===== config.mk =====
export PLATFORM = sky130hd
export DESIGN_NAME = hyperload_feeder
export DESIGN_NICKNAME = d
export VERILOG_FILES = /design/src/rtl/hyperload_pkg.sv /design/src/rtl/hl_fifo.sv /design/src/rtl/hyperload_feeder.sv
export SDC_FILE = /design/constraint.sdc
export NUM_CORES = 1
export LEC_CHECK = 0
export CORE_UTILIZATION = 59
export CTS_CLUSTER_DIAMETER = 80
export DETAILED_ROUTE_END_ITERATION = 10
export PLACE_DENSITY = 0.88
export SLEW_MARGIN = 20
export SYNTH_ARGS = -nofsm -noshare
export SYNTH_HDL_FRONTEND = slang
export SYNTH_SLANG_ARGS = --single-unit

===== constraint.sdc =====
create_clock -name clk -period 3.6 [get_ports clk]
set_input_delay 0.36 -clock clk [delete_from_list [all_inputs] [get_ports clk]]
set_output_delay 0.36 -clock clk [all_outputs]
set_load 0.01 [all_outputs]

===== src/rtl/hyperload_pkg.sv =====
// Shared types and constants for the hyperload byte feeder: session states,
// status/control bit positions and default I/O port addresses.
package hyperload_pkg;

    typedef enum logic [2:0] {
        IDLE,
        ARMED,
        STREAM,
        DRAIN,
        DONE
    } state_t;

    localparam int unsigned STAT_AVAIL  = 0;
    localparam int unsigned STAT_EOF    = 1;
    localparam int unsigned STAT_ERR    = 2;
    localparam int unsigned STAT_OVR    = 3;
    localparam int unsigned STAT_SUM_OK = 4;

    localparam int unsigned CTRL_ABORT = 0;
    localparam int unsigned CTRL_CLEAR = 1;

    localparam logic [7:0] DEFAULT_PORT_DATA = 8'hE0;
    localparam logic [7:0] DEFAULT_PORT_STAT = 8'hE1;

endpackage


===== src/rtl/hl_fifo.sv =====
// Synchronous DEPTH x 8 FIFO with head-of-queue output, occupancy count and flush.
// Push into a full FIFO or pop from an empty one is ignored.
module hl_fifo #(
    parameter  int unsigned DEPTH = 16,
    localparam int unsigned AW    = $clog2(DEPTH)
) (
    input  logic          clk,
    input  logic          rst_n,
    input  logic          flush,
    input  logic          push,
    input  logic [7:0]    din,
    input  logic          pop,
    output logic [7:0]    head,
    output logic          full,
    output logic          empty,
    output logic [AW:0]   count
);

    localparam logic [AW:0]   FULL_COUNT = (AW+1)'(DEPTH);
    localparam logic [AW:0]   CNT_ONE    = (AW+1)'(1);
    localparam logic [AW-1:0] PTR_ONE    = (AW)'(1);

    logic [7:0]    mem [DEPTH];
    logic [AW-1:0] wr_ptr;
    logic [AW-1:0] rd_ptr;
    logic          do_push;
    logic          do_pop;

    assign full    = (count == FULL_COUNT);
    assign empty   = (count == '0);
    assign do_push = push && !full;
    assign do_pop  = pop && !empty;
    assign head    = mem[rd_ptr];

    always_ff @(posedge clk) begin
        if (do_push) begin
            mem[wr_ptr] <= din;
        end
    end

    // Pointers are exactly log2(DEPTH) wide, so increment wraps modulo DEPTH.
    always_ff @(posedge clk or negedge rst_n) begin
        if (!rst_n) begin
            wr_ptr <= '0;
            rd_ptr <= '0;
            count  <= '0;
        end else if (flush) begin
            wr_ptr <= '0;
            rd_ptr <= '0;
            count  <= '0;
        end else begin
            if (do_push) wr_ptr <= wr_ptr + PTR_ONE;
            if (do_pop)  rd_ptr <= rd_ptr + PTR_ONE;
            case ({do_push, do_pop})
                2'b10:   count <= count + CNT_ONE;
                2'b01:   count <= count - CNT_ONE;
                default: count <= count;
            endcase
        end
    end

endmodule


===== src/rtl/hyperload_feeder.sv =====
// Host-to-Z80 byte feeder for the patched fast-load routine; drives ROM patch override.
// Optional HYPERLOAD_CHECKSUM_EN adds a running sum of popped bytes at PORT_STAT+1.
module hyperload_feeder
    import hyperload_pkg::*;
#(
    parameter int unsigned DEPTH     = 16,
    parameter logic [7:0]  PORT_DATA = DEFAULT_PORT_DATA,
    parameter logic [7:0]  PORT_STAT = DEFAULT_PORT_STAT,
    parameter logic [23:0] TIMEOUT   = 24'd3_500_000
) (
    input  logic       clk,
    input  logic       rst_n,
    input  logic       arm,
    input  logic [7:0] host_data,
    input  logic       host_valid,
    input  logic       host_last,
    output logic       host_ready,
    input  logic [7:0] cpu_a,
    input  logic       cpu_iorq_n,
    input  logic       cpu_rd_n,
    input  logic       cpu_wr_n,
    input  logic [7:0] cpu_d_in,
    output logic [7:0] cpu_d_out,
    output logic       cpu_d_oe,
    output logic       override,
    output logic       done
);

    localparam int unsigned AW      = $clog2(DEPTH);
    localparam logic [AW:0] CNT_ONE = (AW+1)'(1);

    state_t      state, state_nxt;
    logic [7:0]  fifo_head;
    logic        fifo_full, fifo_empty;
    logic [AW:0] fifo_count;

    logic        rd_strobe, wr_strobe;
    logic        rd_s1, rd_s2, wr_s1, wr_s2;
    logic        rd_rise, wr_rise;
    logic [7:0]  a_q;
    logic [1:0]  d_q;
    logic        accept, pop, abort, clear, timeout_hit, last_pop, set_err, arm_ok;
    logic        eof, err, sum_ok;
    logic [23:0] tmo_cnt;
    logic [7:0]  status;
    logic        unused_d_bits;

    assign unused_d_bits = ^cpu_d_in[7:2];

`ifdef HYPERLOAD_CHECKSUM_EN
    logic [7:0] sum;
    assign rd_strobe = !cpu_iorq_n && !cpu_rd_n &&
                       (cpu_a == PORT_DATA || cpu_a == PORT_STAT || cpu_a == PORT_STAT + 8'd1);
`else
    assign rd_strobe = !cpu_iorq_n && !cpu_rd_n && (cpu_a == PORT_DATA || cpu_a == PORT_STAT);
`endif
    assign wr_strobe = !cpu_iorq_n && !cpu_wr_n && (cpu_a == PORT_STAT);
    assign cpu_d_oe  = rd_strobe;

    assign rd_rise = rd_s1 && !rd_s2;
    assign wr_rise = wr_s1 && !wr_s2;

    assign host_ready  = (state == ARMED || state == STREAM) && !fifo_full;
    assign accept      = host_valid && host_ready;
    assign pop         = rd_rise && (a_q == PORT_DATA) && !fifo_empty;
    assign abort       = wr_rise && d_q[CTRL_ABORT] && (state == ARMED || state == STREAM);
    assign clear       = wr_rise && d_q[CTRL_CLEAR] && (state == IDLE);
    assign timeout_hit = (state == STREAM) && (tmo_cnt >= TIMEOUT) && !accept;
    assign last_pop    = (state == DRAIN) && pop && (fifo_count == CNT_ONE);
    assign arm_ok      = arm && (state == IDLE);

    assign override = (state == ARMED) || (state == STREAM) || (state == DRAIN);
    assign done     = (state == DONE);

    hl_fifo #(.DEPTH(DEPTH)) u_fifo (
        .clk   (clk),
        .rst_n (rst_n),
        .flush (set_err),
        .push  (accept),
        .din   (host_data),
        .pop   (pop),
        .head  (fifo_head),
        .full  (fifo_full),
        .empty (fifo_empty),
        .count (fifo_count)
    );

    always_comb begin
        state_nxt = state;
        set_err   = 1'b0;
        case (state)
            IDLE:   if (arm_ok) state_nxt = ARMED;
            ARMED: begin
                if (abort) begin
                    state_nxt = DONE;
                    set_err   = 1'b1;
                end else if (accept) begin
                    state_nxt = host_last ? DRAIN : STREAM;
                end
            end
            STREAM: begin
                if (abort || timeout_hit) begin
                    state_nxt = DONE;
                    set_err   = 1'b1;
                end else if (accept && host_last) begin
                    state_nxt = DRAIN;
                end
            end
            DRAIN:  if (last_pop) state_nxt = DONE;
            DONE:   state_nxt = IDLE;
            default: state_nxt = IDLE;
        endcase
    end

    always_ff @(posedge clk or negedge rst_n) begin
        if (!rst_n) begin
            state <= IDLE;
        end else begin
            state <= state_nxt;
        end
    end

    // CPU strobes are sampled then edge-detected so a long IORQ acts only once.
    always_ff @(posedge clk or negedge rst_n) begin
        if (!rst_n) begin
            rd_s1 <= 1'b0;
            rd_s2 <= 1'b0;
            wr_s1 <= 1'b0;
            wr_s2 <= 1'b0;
            a_q   <= '0;
            d_q   <= '0;
        end else begin
            rd_s1 <= rd_strobe;
            rd_s2 <= rd_s1;
            wr_s1 <= wr_strobe;
            wr_s2 <= wr_s1;
            a_q   <= cpu_a;
            d_q   <= cpu_d_in[1:0];
        end
    end

    always_ff @(posedge clk or negedge rst_n) begin
        if (!rst_n) begin
            eof <= 1'b0;
            err <= 1'b0;
        end else if (clear) begin
            eof <= 1'b0;
            err <= 1'b0;
        end else begin
            if (last_pop) eof <= 1'b1;
            if (set_err)  err <= 1'b1;
        end
    end

    always_ff @(posedge clk or negedge rst_n) begin
        if (!rst_n) begin
            tmo_cnt <= '0;
        end else if (state != STREAM || accept || pop) begin
            tmo_cnt <= '0;
        end else if (fifo_empty && tmo_cnt != '1) begin
            tmo_cnt <= tmo_cnt + 24'd1;
        end
    end

`ifdef HYPERLOAD_CHECKSUM_EN
    always_ff @(posedge clk or negedge rst_n) begin
        if (!rst_n) begin
            sum <= '0;
        end else if (arm_ok) begin
            sum <= '0;
        end else if (pop) begin
            sum <= sum + fifo_head;
        end
    end
    assign sum_ok = eof && (sum == '0);
`else
    assign sum_ok = 1'b0;
`endif

    always_comb begin
        status              = '0;
        status[STAT_AVAIL]  = !fifo_empty;
        status[STAT_EOF]    = eof;
        status[STAT_ERR]    = err;
        status[STAT_OVR]    = override;
        status[STAT_SUM_OK] = sum_ok;
    end

    // Read data is captured once per access and held, so the popped byte stays on the bus.
    always_ff @(posedge clk or negedge rst_n) begin
        if (!rst_n) begin
            cpu_d_out <= 8'hFF;
        end else if (!rd_s1) begin
            cpu_d_out <= 8'hFF;
        end else if (rd_rise) begin
            if (a_q == PORT_DATA) begin
                cpu_d_out <= fifo_empty ? 8'hFF : fifo_head;
            end else if (a_q == PORT_STAT) begin
                cpu_d_out <= status;
`ifdef HYPERLOAD_CHECKSUM_EN
            end else if (a_q == PORT_STAT + 8'd1) begin
                cpu_d_out <= sum;
`endif
            end else begin
                cpu_d_out <= 8'hFF;
            end
        end
    end

endmodule

# After elaboration in Yosys (flattened, before gate mapping)
# Memories as Yosys holds them, arrays and structs flattened.
# Cells that the tools add are included.
# W data, S select, Z words.
op_classes:
  add_sub_neg: 5
  magnitude_cmp: 1
  n_eq_ne: 19
  muxes: 30
  reduce_logical: 46
op_table:
  columns: ["operator", "count"]
  rows:
  - ["$mux W24", 2]
  - ["$mux W8", 5]
  - ["$eq A8 B8 Y1 const B", 4]
  - ["$add A24 B1 Y24 const B", 1]
  - ["$ge A24 B22 Y1 const B", 1]
  - ["$ne A24 B24 Y1 const B", 1]
  - ["$logic_and A1 B1 Y1", 23]
  - ["$mux W3", 6]
  - ["$mux W4", 4]
  - ["$pmux W3 S4", 1]
  - ["$pmux W5 S2", 1]
  - ["$reduce_bool A2 Y1", 5]
  - ["$mux W1", 9]
  - ["$add A4 B1 Y4 const B", 2]
  - ["$logic_not A1 Y1", 8]
  - ["$eq A3 B2 Y1 const B", 2]
  - ["$logic_or A1 B1 Y1", 6]
  - ["$add A5 B1 Y5 const B", 1]
  - ["$eq A5 B1 Y1 const B", 1]
  - ["$eq A5 B5 Y1 const B", 1]
  - ["$logic_not A5 Y1", 1]
  - ["$mux W5", 1]
  - ["$sub A5 B1 Y5 const B", 1]
  - ["$ne A2 B2 Y1 const B", 2]
  - ["12 further kinds", 12]
word_totals:
  reg_bits: 64
  ramBits: 128
  inputBits: 32
  out_inout_bits: 12
  mem_count: 1
mem_list:
  columns: ["memory", "depth", "word_bits", "read_ports", "rd_ports_with_merged_regs", "write_ports", "line_no", "source"]
  rows:
  - ["u_fifo.mem", 16, 8, 1, 0, 1, "hl_fifo.sv:23", "logic [7:0] mem [DEPTH];"]

# Longest topological paths before layout
logic_depth:
  ltp_word: 11
  ltp_mapped: 9

# By module
# Synthesis repeated with hierarchy kept, for this count alone.
unflattened:
  hier_cells: 563
  area_unflattened_um2: 8326.7
by_module_without_submodules:
  columns: ["module", "instances", "cells_each", "area_per_inst_um2"]
  rows:
  - ["hl_fifo", 1, 299, 5810.6]
  - ["hyperload_feeder", 1, 264, 2516.2]

# Least setup slack after synthesis
# OpenSTA, ideal clock, no wires.
synth_path:
  kind: "register -> register"
  start: "reg u_fifo.count[0]"
  end: "mem u_fifo.mem[4][0] (enable)"
  setup_time_ps: 383
  arrival_ps: 2135
  path_slack_ps: 1082
  path_stages_with_launch: 8
  n_path_buf: 1
  synth_period_minus_slack_ps: 2518
  path_cell_list: "dfrtp_1 inv_1 ha_1 nand4bb_1 nor4bb_1 clkbuf_1 nand2_1 nor3_1"
synth_between:
  elab_chain_len: 7
synth_rtl:
  columns: ["item", "line_no", "source"]
  rows:
  - ["start, declared", "hl_fifo.sv:16", "output logic [AW:0] count"]
  - ["start signal, assigned", "hl_fifo.sv:55", "2'b10: count <= count + CNT_ONE;"]
  - ["start signal, assigned", "hl_fifo.sv:56", "2'b01: count <= count - CNT_ONE;"]
  - ["start signal, assigned", "hl_fifo.sv:57", "default: count <= count;"]
  - ["$eq A5 B5 Y1 *", "hl_fifo.sv:29", "assign full = (count == FULL_COUNT);"]
  - ["$logic_not A1 Y1 *", "hl_fifo.sv:31, hyperload_feeder.sv:63", null]
  - ["$logic_and A1 B1 Y1", "hyperload_feeder.sv:63", "assign host_ready = (state == ARMED || state == STREAM) && !fifo_full;"]
  - ["$logic_and A1 B1 Y1", "hyperload_feeder.sv:64", "assign accept = host_valid && host_ready;"]
  - ["$logic_and A1 B1 Y1 *", "hl_fifo.sv:31", "assign do_push = push && !full;"]
  - ["$mux W1 *", "hl_fifo.sv:36", "if (do_push) begin"]
  - ["$mux W1 (implied by the code) *", "hl_fifo.sv:37", "mem[wr_ptr] <= din;"]
  - ["end, declared", "hl_fifo.sv:23", null]
# Every way passes the cells marked *; elsewhere a longest branch is shown, timed or not.

# Worst setup path in the final report
layout_path:
  start: "reg u_fifo.count[1]"
  end: "reg tmo_cnt[1]"
layout_between:
  elab_chain_len: 7
  elab_cells_between_ends: 12
  cone_classes: "eq/ne: 1; mux: 1; reduce/logical: 10"
layout_rtl:
  columns: ["item", "line_no", "source"]
  rows:
  - ["$eq A5 B5 Y1", "hl_fifo.sv:29", null]
  - ["$logic_not A1 Y1", "hyperload_feeder.sv:63", null]
  - ["$logic_and A1 B1 Y1", "hyperload_feeder.sv:63", null]
  - ["$logic_and A1 B1 Y1", "hyperload_feeder.sv:64", null]
  - ["$logic_or A1 B1 Y1 (2 in a row)", "hyperload_feeder.sv:158", "end else if (state != STREAM || accept || pop) begin"]
  - ["$mux W24 / $reduce_bool A2 Y1 (equally long branches)", null, null]
  - ["end signal, assigned", "hyperload_feeder.sv:161", "tmo_cnt <= tmo_cnt + 24'd1;"]
  - ["end, declared", "hyperload_feeder.sv:44", "logic [23:0] tmo_cnt;"]
# Parallel ways exist; a longest one is shown, timed or not.
# A chain may end at the register's enable or synchronous reset.

==> metrics.txt <==
Max Buffers Root-to-Sink 2; via/cell ratio 6.25; Critical path origin u_fifo.count[1]; CTS tree built; via count 4,742; P&R area growth vs syn 15.4%; Post-DP Area 8700 um^2; post-route antenna net violation count 0; register area share after synthesis 67.4%; Syn. warnings 0; final setup TNS 0 ns; Clock Sinks 192; final non-filler cell total 759; Tightest Pin Transition 0.927 ns; initial antenna violation count 0; status completed; die area 14,200 um^2; DR iter-0 viols 436; Initial Util 60.9%; Clock Latency Late Sink 0.44 ns; clock buffer count from CTS 17; Post-synth top flop edfxtp_1; Post-Synthesis Cells 520; Finish-stage setup viols 0; power density over cell area 467 nW/um^2; hold path startpoint cpu_d_in[1]; total congestion overflow 0; largest net degree at the start of global routing 49; Post-CTS Setup Bufs 0; WL final 16,800 um; post-placement cell count 726; fin area 9350 um^2; Routability Congestion 0.848; relative slew slack 38.0%; post-synth cell types 52; Net Count, Synth 563; Synth async-reset ratio 33.3%; Nets 613; layout cell share with drive strength beyond 1 18.4%; crit path DAT 3.13 ns; First-pass DRT Iterations 5; Final min period 2.80 ns; highest clock rate 0.357 GHz; clock root buffer clkbuf_16; worst setup path end tmo_cnt[1]; core area 13,300 um^2; Leakage 3.26 nW; GRT Total Usage 25.8%; DRC viols 0; #FFs+latches synth 192; diode count 0; Worst R2R Path Depth 6; most frequent cell after synthesis edfxtp_1; Die Span X 119 um; Syn Area/Cell 15.6 um^2; PortBufs 37; Cell Area, Synth 8100 um^2; critical path class flop to flop; FF-to-FF Start u_fifo.count[1]; first-pass GRT wire length 26,900 um; synth cell count leaders 128 x edfxtp_1, 56 x dfrtp_1, 56 x nor2_1, 40 x mux4_2, 27 x nand2_1; routed len/inst 22.1 um; clock skew 0.0117 ns; Yosys top cell by area edfxtp_1; I/O pin count 44; Area contributors post-synth edfxtp_1 47%, dfrtp_1 17%, mux4_2 11%; Design Power 4.37 mW; Post-synth EDFFs 128; FF-to-FF End tmo_cnt[1]; Max VDD drop 0.341 mV; CP required 3.93 ns; worst-path fanout max 24; H-tree Lvls 4; HP Class input pin to flop; Final Hold Viols 0; Clock transition at path regs 0.08 ns; Final Cycle Share 77.8%; Startpoint Class flop; Yosys top cell area share 47.5%; crit end category flop; Die Y 119 um; reg2reg setup slack 0.80 ns; max_cap viols 0; HPWL after DPL 11,000 um; Final Max Tran Viols 0; vias in the first global route 4,938; # rows 42; RSZ-0062 raised after global routing false
==> critical path, stage by stage (launching register included) <==
cell,delay (ns)
dfrtp_1,0.43
inv_1,0.14
ha_1,0.19
nor4b_2,0.35
or4_1,0.48
nand3_1,0.76
a21oi_1,0.35
==> power breakdown <==
| group | internal, mW | switching (mW) | leakage, nW |
|---|---|---|---|
| logic | 0.0290 | 0.0428 | 1.00 |
| clock network | 0.971 | 0.960 | 0.306 |
| registers | 2.36 | 0.00348 | 1.96 |
| total | 3.36 | 1.01 | 3.26 |
==> per-stage QoR <==
step | util (%) | hold slack (ns) | setup WS (ns)
2_1_floorplan | - | 0.0644 | 1.08
3_3_place_gp | 65.4 | 0.383 | 0.984
3_5_place_dp | 65.4 | 0.396 | 0.877
4_1_cts | 70.2 | 0.137 | 0.816
5_1_grt | 70.3 | 0.358 | 0.605
6_report | 70.3 | 0.361 | 0.800
==> per-layer routing <==
metal / up-vias / wire [um] / global-route usage [%]
li1: 2082 / - / -
met3: 50 / 935 / 5.60
met4: 0 / 498 / 10.7
met1: 2397 / 6500 / 32.1
met2: 213 / 8840 / 43.9
met5: - / 0 / 0
==> logic make-up (layout without fill, tap and decap cells) <==
logic type               Yosys count  count (layout)  share of synthesized area (%)
AO/OA/AOI/OAI                     36              36                           3.40
XOR/XNOR                          33              33                           3.57
adder cells (fa/ha/maj)           11              11                           1.70
AND/OR/NAND/NOR                  173             173                           11.1
buffers and inverters             35              98                           1.78
flip-flops                       192             192                           67.4
multiplexers                      40              40                           11.1
==> repair_timing <==
item / CTS / global route
hold buffers: 0 / 1
gates resized for setup: 0 / 0
endpoints found under the setup margin: 0 / 0
hold endpoints to repair: 0 / 44
==> how the worst min path moves through the flow <==
stage,to,slack (ns),cells past startpoint
global route,d_q[1],0.36,1
CTS,tmo_cnt[18],0.14,1
finish,d_q[1],0.36,1
detailed placement,wr_s2,0.40,0
global placement,wr_s2,0.38,0
floorplan,a_q[0],0.06,0
==> final cells by class <==
class | count | area [um^2]
Inverter | 14 | 52.6
Clock inverter | 15 | 209
Clock buffer | 17 | 425
Multi-Input combinational cell | 293 | 2500
Sequential cell | 192 | 5460
Tap cell | 176 | 220
Timing Repair Buffer | 52 | 483
Fill cell | 806 | 3950
==> sequential cells by signal (all words and copies together), names as in the netlist, 2 cells and up <==
signal and cells:
u_fifo.mem 128, tmo_cnt 24, a_q 8, cpu_d_out 8
u_fifo.count 5, u_fifo.rd_ptr 4, u_fifo.wr_ptr 4, state 3
d_q 2
==> layout by cell type, fill, tap and decap left out, types with 8 or more instances in the layout <==
| master | count |
|---|---|
| xnor2_1 | 19 |
| and2_1 | 8 |
| nand3_1 | 19 |
| clkbuf_16 | 17 |
| dfstp_2 | 8 |
| inv_1 | 14 |
| dfrtp_1 | 55 |
| nor4_1 | 10 |
| clkdlybuf4s50_1 | 36 |
| xor2_1 | 14 |
| nor3_1 | 14 |
| nand4_1 | 10 |
| nor2_1 | 56 |
| ha_1 | 11 |
| buf_4 | 15 |
| mux4_2 | 40 |
| edfxtp_1 | 128 |
| nand2_1 | 27 |
No activity file was read; power rests on OpenSTA's default activity.
